## src/rtl/otp_pkg.sv

```systemverilog
// otp_pkg: shared state/command types and timer sizing for the OTP sequencer
package otp_pkg;
  typedef enum logic [3:0] {
    S_IDLE, S_RD_SETUP, S_RD_WAIT, S_VPP_ON, S_PG_SETUP, S_PG_PULSE, S_PG_HOLD, S_PG_NEXT, S_RESP
  } state_t;
  typedef enum logic {CMD_RD = 1'b0, CMD_PG = 1'b1} cmd_t;
  function automatic int tmr_w(input int rd, input int su, input int pg, input int vp);
    int m;
    m = rd;
    m = su > m ? su : m;
    m = pg > m ? pg : m;
    m = vp > m ? vp : m;
    return $clog2(m + 1);
  endfunction
endpackage

```

## src/rtl/otp_tmr.sv

```systemverilog
// otp_tmr: loadable down-counter; done is high once the count has reached zero
module otp_tmr #(
  parameter int W = 4
) (
  input  logic         clk,
  input  logic         rst,
  input  logic         load,
  input  logic [W-1:0] val,
  output logic         done
);
  logic [W-1:0] cnt;
  always_ff @(posedge clk)
    if (rst) cnt <= '0;
    else if (load) cnt <= val;
    else if (cnt != '0) cnt <= cnt - W'(1);
  assign done = cnt == '0;
endmodule

```

## src/rtl/otp_ctl.sv

```systemverilog
// otp_ctl: sequences host read/program requests into OTP macro CSB/RE/PGM/VPP timing
module otp_ctl import otp_pkg::*; #(
  parameter int DW        = 8,
  parameter int WAW       = 13,
  parameter int BAW       = $clog2(DW),
  parameter int RD_CYC    = 2,
  parameter int SETUP_CYC = 2,
  parameter int PGM_CYC   = 100,
  parameter int VPP_CYC   = 50,
  parameter bit VERIFY    = 1'b1
) (
  input  logic               clk,
  input  logic               rst,
  input  logic               req_valid,
  output logic               req_ready,
  input  logic               req_wr,
  input  logic [WAW-1:0]     req_addr,
  input  logic [DW-1:0]      req_wdata,
  output logic               rsp_valid,
  output logic [DW-1:0]      rsp_rdata,
  output logic               rsp_err,
  output logic [WAW+BAW-1:0] otp_a,
  output logic               otp_csb,
  output logic               otp_re,
  output logic               otp_pgm,
  output logic               otp_vpp_en,
  input  logic [DW-1:0]      otp_q
);
  localparam int TW = tmr_w(RD_CYC, SETUP_CYC, PGM_CYC, VPP_CYC);
  localparam logic [TW-1:0] RD_L = TW'(RD_CYC - 1);
  localparam logic [TW-1:0] SU_L = TW'(SETUP_CYC - 1);
  localparam logic [TW-1:0] PG_L = TW'(PGM_CYC - 1);
  localparam logic [TW-1:0] VP_L = TW'(VPP_CYC - 1);
  state_t        state;
  cmd_t          cmd;
  logic [DW-1:0] wdata, rem, rem_nxt;
  logic [TW-1:0] ld_val;
  logic          ld, done, acc;
  function automatic logic [BAW-1:0] low_bit(input logic [DW-1:0] m);
    logic [BAW-1:0] r;
    r = '0;
    for (int i = DW - 1; i >= 0; i--) if (m[i]) r = BAW'(i);
    return r;
  endfunction
  assign acc     = req_valid && req_ready;
  assign rem_nxt = rem & (rem - DW'(1));
  // the timer is reloaded on entry to every timed state; spare loads are harmless
  assign ld      = state inside {S_IDLE, S_RD_SETUP, S_PG_NEXT} ||
                   (done && state inside {S_VPP_ON, S_PG_SETUP, S_PG_PULSE});
  assign ld_val  = state == S_IDLE ? VP_L : state == S_RD_SETUP ? RD_L :
                   state == S_PG_SETUP ? PG_L : SU_L;
  otp_tmr #(.W(TW)) u_tmr (
    .clk  (clk),
    .rst  (rst),
    .load (ld),
    .val  (ld_val),
    .done (done)
  );
  always_ff @(posedge clk) begin
    if (rst) begin
      state      <= S_IDLE;
      cmd        <= CMD_RD;
      wdata      <= '0;
      rem        <= '0;
      req_ready  <= 1'b0;
      rsp_valid  <= 1'b0;
      rsp_rdata  <= '0;
      rsp_err    <= 1'b0;
      otp_a      <= '0;
      otp_csb    <= 1'b1;
      otp_re     <= 1'b0;
      otp_pgm    <= 1'b0;
      otp_vpp_en <= 1'b0;
    end else begin
      rsp_valid <= 1'b0;
      case (state)
        S_IDLE: begin
          req_ready <= !acc;
          if (acc) begin
            cmd   <= cmd_t'(req_wr);
            wdata <= req_wdata;
            rem   <= req_wdata;
            otp_a <= {req_wr ? low_bit(req_wdata) : BAW'(0), req_addr};
            if (req_wr && req_wdata != '0) begin
              state      <= S_VPP_ON;
              otp_vpp_en <= 1'b1;
            end else if (req_wr && !VERIFY) begin
              state     <= S_RESP;
              rsp_valid <= 1'b1;
              rsp_err   <= 1'b0;
            end else begin
              state   <= S_RD_SETUP;
              otp_csb <= 1'b0;
            end
          end
        end
        S_RD_SETUP: begin
          state  <= S_RD_WAIT;
          otp_re <= 1'b1;
        end
        S_RD_WAIT:
          if (done) begin
            state     <= S_RESP;
            otp_re    <= 1'b0;
            otp_csb   <= 1'b1;
            rsp_valid <= 1'b1;
            rsp_rdata <= otp_q;
            rsp_err   <= cmd == CMD_PG && (otp_q & wdata) != wdata;
          end
        S_VPP_ON:
          if (done) begin
            state   <= S_PG_SETUP;
            otp_csb <= 1'b0;
          end
        S_PG_SETUP:
          if (done) begin
            state   <= S_PG_PULSE;
            otp_pgm <= 1'b1;
          end
        S_PG_PULSE:
          if (done) begin
            state   <= S_PG_HOLD;
            otp_pgm <= 1'b0;
          end
        S_PG_HOLD:
          if (done) begin
            state               <= S_PG_NEXT;
            otp_csb             <= 1'b1;
            rem                 <= rem_nxt;
            otp_a[WAW +: BAW]   <= low_bit(rem_nxt);
          end
        S_PG_NEXT:
          if (rem != '0) begin
            state   <= S_PG_SETUP;
            otp_csb <= 1'b0;
          end else if (VERIFY) begin
            state      <= S_RD_SETUP;
            otp_csb    <= 1'b0;
            otp_vpp_en <= 1'b0;
          end else begin
            state      <= S_RESP;
            otp_vpp_en <= 1'b0;
            rsp_valid  <= 1'b1;
            rsp_err    <= 1'b0;
          end
        S_RESP: begin
          state     <= S_IDLE;
          req_ready <= 1'b1;
        end
        default: state <= S_IDLE;
      endcase
    end
  end
endmodule
```

## config.mk

```make
export PLATFORM = sky130hd
export DESIGN_NAME = otp_ctl
export DESIGN_NICKNAME = d
export VERILOG_FILES = /design/src/rtl/otp_pkg.sv /design/src/rtl/otp_tmr.sv /design/src/rtl/otp_ctl.sv
export SDC_FILE = /design/constraint.sdc
export NUM_CORES = 1
export LEC_CHECK = 0
export BUFFER_PORTS_ARGS = -buffer_cell sky130_fd_sc_hd__buf_2
export CAP_MARGIN = 30
export CORE_MARGIN = 2
export CORE_UTILIZATION = 55
export CTS_CLUSTER_SIZE = 16
export DETAILED_ROUTE_END_ITERATION = 6
export PLACE_DENSITY = 0.78
export SLEW_MARGIN = 40
export SYNTH_ARGS = -nofsm -noshare
export SYNTH_HDL_FRONTEND = slang
export SYNTH_SLANG_ARGS = --single-unit
```

## constraint.sdc

```tcl
create_clock -name clk -period 3.7 [get_ports clk]
set_clock_uncertainty 0.2 [all_clocks]
set_input_delay 0.185 -clock clk [delete_from_list [all_inputs] [get_ports clk]]
set_output_delay 0.185 -clock clk [all_outputs]
set_load 0.005 [all_outputs]
```

* Word-level counts from Yosys, hierarchy flattened
Cells that the tools add are included.
** Word-level totals
- Memories :: 0
- ROM bits :: 0
- Bits in latches :: 0
- Input bits :: 33
- Word-level logic and storage cells :: 119
- Bits in registers :: 59
- Bits in writable memories :: 0
** Cells by class
- Magnitude comparators :: 0
- Shift-type cells :: 0
- $mul :: 0
- Div/mod/pow operators :: 0
- Reductions and logical operators :: 30
- Multiplexer cells :: 50
- Equal/unequal tests :: 19
- $add $sub $neg :: 2
- Bitwise logic cells :: 3
** Operators with widths (count)
- 3-bit 2-to-1 mux :: 19
- 7-bit 2-to-1 mux :: 5
- 4-bit case mux with 8 select lines :: 1
- 4-bit 2-to-1 mux :: 6
- 8-bit bitwise AND :: 2
- 4-bit by 3-bit == test with 1-bit output (second input constant) :: 4
- 16-bit 2-to-1 mux :: 1
- 8-bit 2-to-1 mux :: 2
- 2-bit inequality test (second input constant) :: 8
- 8-bit case mux with 2 select lines :: 1
- 8-bit nonzero test :: 2
- 2-bit nonzero test :: 6
- 4-bit by 2-bit == test with 1-bit output (second input constant) :: 2
- 1-bit 2-to-1 mux :: 8
- 8-bit inequality test :: 1
- 1-bit case mux with 2 select lines :: 4
- 8-bit by 1-bit subtractor with 8-bit output (second input constant) :: 1
- 7-bit logical NOT :: 1
- 7-bit nonzero test :: 1
- 7-bit by 1-bit subtractor with 7-bit output (second input constant) :: 1
- 3-bit case mux with 2 select lines :: 1
- 2-bit AND reduction :: 3
- 3-bit AND reduction :: 2
- 6-bit AND reduction :: 1
- other kinds (15) :: 21

* Logic depth before layout (Yosys ltp)
- Word-level depth :: 12
- Mapped depth :: 8
- Gate-level depth less buffers :: 7

* Hierarchy
Synthesis repeated with hierarchy kept, for this count alone.
** Second synthesis, totals
- Cells, all modules :: 370
- Area, all modules :: 2891.5 sq um
** By module, submodules not included
- otp_ctl :: area each 2492.4 sq um, cells each 323, instances 1, seq. area each 1041.0 sq um
- otp_tmr :: area each 399.1 sq um, cells each 47, instances 1, seq. area each 140.1 sq um

* Worst setup path before layout
Ideal clock, no wire load.
- Path kind :: flip-flop to flip-flop
- From :: reg u_tmr.cnt[1]
- To :: reg rsp_rdata[1]
- Data required time :: 3.372 ns
- Stages on the path, launching flop included :: 9
- Arrival time :: 1.802 ns
- Buffers on the path :: 1
- Path slack :: 1.571 ns
- Cells stage by stage :: dfxtp_1 inv_1 ha_1 or3b_2 nor2_2 nand3_1 buf_2 mux2i_1 nor2_1
** On the way
- Cells in the longest elaborated chain, start to end :: 2
** Ends and longest elaborated chain
- start: declaration :: line otp_tmr.sv:11 : logic [W-1:0] cnt;
- start signal: assignment :: line otp_tmr.sv:14 : else if (load) cnt <= val;
- start signal: assignment :: line otp_tmr.sv:15 : else if (cnt != '0) cnt <= cnt - W'(1);
- 7-bit logical NOT :: line otp_tmr.sv:16 : assign done = cnt == '0;
- 2-bit AND reduction (no source line)
- end signal: assignment :: line otp_ctl.sv:107 : rsp_rdata <= otp_q;
- end: declaration :: line otp_ctl.sv:20 : output logic [DW-1:0] rsp_rdata,
Every way passes these cells.
A chain may end at the register's enable or synchronous reset.

* Worst setup path in the final report
- From :: reg state[1]
- To :: reg wdata[5]
** On the way
- Cells in the longest elaborated chain, start to end :: 2
** Ends and longest elaborated chain
- start: declaration :: line otp_ctl.sv:34 : state_t state;
- start signal: assignment :: line otp_ctl.sv:61 : state <= S_IDLE;
- start signal: assignment :: line otp_ctl.sv:85 : state <= S_VPP_ON;
- start signal: assignment :: line otp_ctl.sv:88 : state <= S_RESP;
- 4-bit logical NOT :: line otp_ctl.sv:76 : case (state)
- 2-bit AND reduction (no source line)
- end signal: assignment :: line otp_ctl.sv:81 : wdata <= req_wdata;
- end: declaration :: line otp_ctl.sv:36 : logic [DW-1:0] wdata, rem, rem_nxt;
Every way passes these cells.

==> flow_metrics.py <==
metrics = {
    "final_layout": {
        "fillers": 386,
        "nets": 483,
        "fin_util_pct": 72.76,
        "fin_cells": 524,
        "drive_gt1_share_pct": 20.93,
        "diodes": 0,
        "syn2layout_area_growth_pct": 28.81,
    },
    "detailed_routing": {
        "routed_wl_um": 8015,
        "vias": 3034,
        "drc": 0,
        "drt-initial-drc-count": 377,
        "firstDrtPassIters": 5,
        "viasPerCell": 5.790,
        "drtAntennaViolNets": 0,
        "wl_per_cell_um": 15.30,
    },
    "power_and_ir_drop": {
        "leakagePower_nw": 1.532,
        "power.density_nw_per_um2": 608.6,
        "vdd_drop_max_v": 0.0003838,
    },
    "yosys": {
        "synth_flop_cell": "dfxtp_1",
        "syn_inst": 368,
        "netlist_area_um2": 2866,
        "synth_nets": 402,
        "ys_top_cells_by_count": "nand2_1, dfxtp_1, a21oi_1",
        "syn_avg_cell_area_um2": 7.789,
        "synth_warnings": 0,
        "ys_seq_area_share_pct": 41.20,
        "synth-async-reset-ratio_pct": 0,
        "synth_edf_count": 0,
        "synth.distinct_cells": 63,
        "synth_most_common_cell": "nand2_1",
        "synth_top_cell_by_area": "dfxtp_1",
        "synth.area.top_cells": "dfxtp_1, a21oi_1, nand2_1",
        "ys_ff_latch": 59,
        "synth.top_cell.area_share_pct": 41.20,
    },
    "global_routing": {
        "grt_max_degree": 53,
        "overflow": 0,
        "grt_pass1_wl_um": 13260,
        "busiest_layer": "met2",
        "use_met1_pct": 36.54,
        "gr-usage-met3_pct": 6.991,
        "first_global_vias": 2816,
        "antenna_found_initial": 0,
        "grt.total_usage_pct": 28.38,
        "met2_usage_pct": 45.45,
    },
    "critical_path": {
        "critPathKind": "reg -> reg",
        "cpPeakStageDelay_ps": 710,
        "critical_path_arrival_ps": 2690,
        "critical_path_buf_inv_count": 1,
        "required_ps": 3760,
        "cp_top_family": "simple AND/OR/NAND/NOR gates",
        "crit_chain": "nor4_1 -> and3_1 -> buf_4 -> nand2_1 -> a21oi_1",
        "setup.worst_path.start_class": "register",
        "path_max_fanout": 19,
        "crit_slowest_cell": "and3_1",
        "end_kind": "register",
    },
    "sta": {
        "grt_setup_unrepaired": "no",
        "final_hold_viol_count": 0,
        "finalSetupViolations": 0,
        "maxSlewViolCount": 0,
        "period_share_pct": 70.94,
        "max_freq_ghz": 0.3810,
        "tightest_slew_ps": 714.4,
        "fin_tns_setup_ps": 0,
        "fin_crit_ps": 2625,
        "max-slew-margin-rel_pct": 51.87,
    },
    "clock_tree": {
        "cts_buffer_depth": 2,
        "cts.clk_slew.worst_paths_ps": 70,
        "cts_buffers": 9,
        "htree_levels": 3,
        "cts.sinks": 59,
        "cts-root-buf": "clkbuf_8",
        "insertion_delay_ps": 340,
        "cts_tree": "built",
    },
    "job": {
        "max-cap-violations": 0,
    },
    "floorplan": {
        "design.die.area_um2": 5805,
        "num_rows": 26,
        "core_area_um2": 5075,
        "io_pins": 64,
        "initial_utilization_pct": 56.48,
        "die_h_um": 76.19,
        "die_width_um": 76.19,
    },
    "placed_design": {
        "port_buffers": 63,
        "place_congestion": 0.9012,
        "dp_cells": 479,
        "place.detailed.hpwl_um": 4840,
    },
    "outcome": {
        "status": "finished clean",
    },
    "min_path": {
        "hp-class": "in -> reg",
    },
}
==> metrics by stage <==
| step | hold WS (ps) | cell area (um^2) | setup slack (ps) | power [W] |
|---|---|---|---|---|
| final | 23.05 | 3692 | 1075 | 0.002247 |
| after detailed placement | 232.3 | 3174 | 1156 | 0.001540 |
| after CTS | 1.084 | 3692 | 1135 | 0.002237 |
| after global routing | 26.40 | 3692 | 850.6 | 0.002371 |
| after floorplan | 121.0 | 2867 | 1571 | 0.001363 |
| after global placement | 226.7 | 3172 | 1172 | 0.001532 |
==> repair_timing <==
item / in CTS / in global routing
gates resized for setup: 0 / 0
hold endpoints to repair: 35 / 0
hold buffers: 29 / 0
buffers inserted: 0 / 0
==> flip-flops by register name, summed over array words and instances, names as in the netlist <==
| signal | count |
|---|---|
| otp_vpp_en | 1 |
| rsp_valid | 1 |
| otp_pgm | 1 |
| otp_csb | 1 |
| cmd | 1 |
| state | 4 |
| rsp_err | 1 |
| u_tmr.cnt | 7 |
| otp_a | 16 |
| otp_re | 1 |
| req_ready | 1 |
| rem | 8 |
| wdata | 8 |
| rsp_rdata | 8 |
==> logic make-up after synthesis <==
| logic type | synth area share, % |
|---|---|
| flip-flops | 41.20 |
| buffers and inverters | 6.285 |
| AND/OR/NAND/NOR | 24.09 |
| AO/OA/AOI/OAI | 23.53 |
| adder cells (fa/ha/maj) | 0.7856 |
| XOR/XNOR | 0.9168 |
| multiplexers | 3.186 |
==> layout by cell type, fill, tap and decap left out, types with 2 or more instances in the layout <==
master | netlist | final
buf_2 | 6 | 62
nand2_1 | 60 | 60
dfxtp_1 | 59 | 59
a21oi_1 | 53 | 53
nor2_1 | 38 | 38
dlygate4sd3_1 | 0 | 29
inv_1 | 16 | 16
o21ai_0 | 14 | 14
nor3_1 | 12 | 12
clkbuf_8 | 0 | 11
o22ai_1 | 8 | 8
mux2i_1 | 8 | 8
nand3_1 | 6 | 6
or3_1 | 4 | 4
nor2b_1 | 4 | 4
buf_4 | 1 | 4
nor4_1 | 3 | 3
xnor2_1 | 3 | 3
o31ai_1 | 3 | 3
a2111oi_0 | 3 | 3
o32ai_1 | 2 | 2
or2_2 | 2 | 2
and3_1 | 2 | 2
a2bb2oi_1 | 2 | 2
nand2b_1 | 2 | 2
nor4b_1 | 2 | 2
o311ai_0 | 2 | 2
bufinv_16 | 0 | 2
==> layout make-up <==
class / count / area, um^2 / area share [%]
sequential: 59 / 1181 / 31.99
tap: 70 / 87.58 / 2.372
multi-input combinational: 268 / 1505 / 40.77
clock buffer: 12 / 155.1 / 4.202
timing repair buffer: 95 / 630.6 / 17.08
inverter: 16 / 60.06 / 1.627
clock inverter: 4 / 72.57 / 1.965
==> routing by layer <==
layer,share of wire (%),vias up
li1,-,1461
met1,44,1405
met2,46,145
met3,7.3,23
met4,2.5,0
met5,0,-
==> tightest hold or removal path, delay by kind of cell <==
kind	cells	cell delay [ps]
compound gates	1	80
buf+inv	1	130
simple gates	1	120
==> power by group <==
part           leakage [nW]  switching [W]  internal [W]
registers             0.480       0.000119      0.000742
clock network         0.113       0.000258      0.000415
logic                 0.939       0.000402      0.000311
==> worst paths after layout <==
path | start | to | slack [ps] | depth (start not counted)
min reg2reg | otp_a[8]$_SDFFE_PP0P_ | otp_a[8]$_SDFFE_PP0P_ | 250 | 2
max | state[1]$_SDFFE_PP0P_ | wdata[5]$_SDFFE_PP0P_ | 1080 | 5
max reg2reg | state[1]$_SDFFE_PP0P_ | wdata[5]$_SDFFE_PP0P_ | 1080 | 5
min | req_wdata[2] | rem[2]$_SDFFE_PP0P_ | 20 | 3
Note: power is estimated with default switching activity, not from simulation.
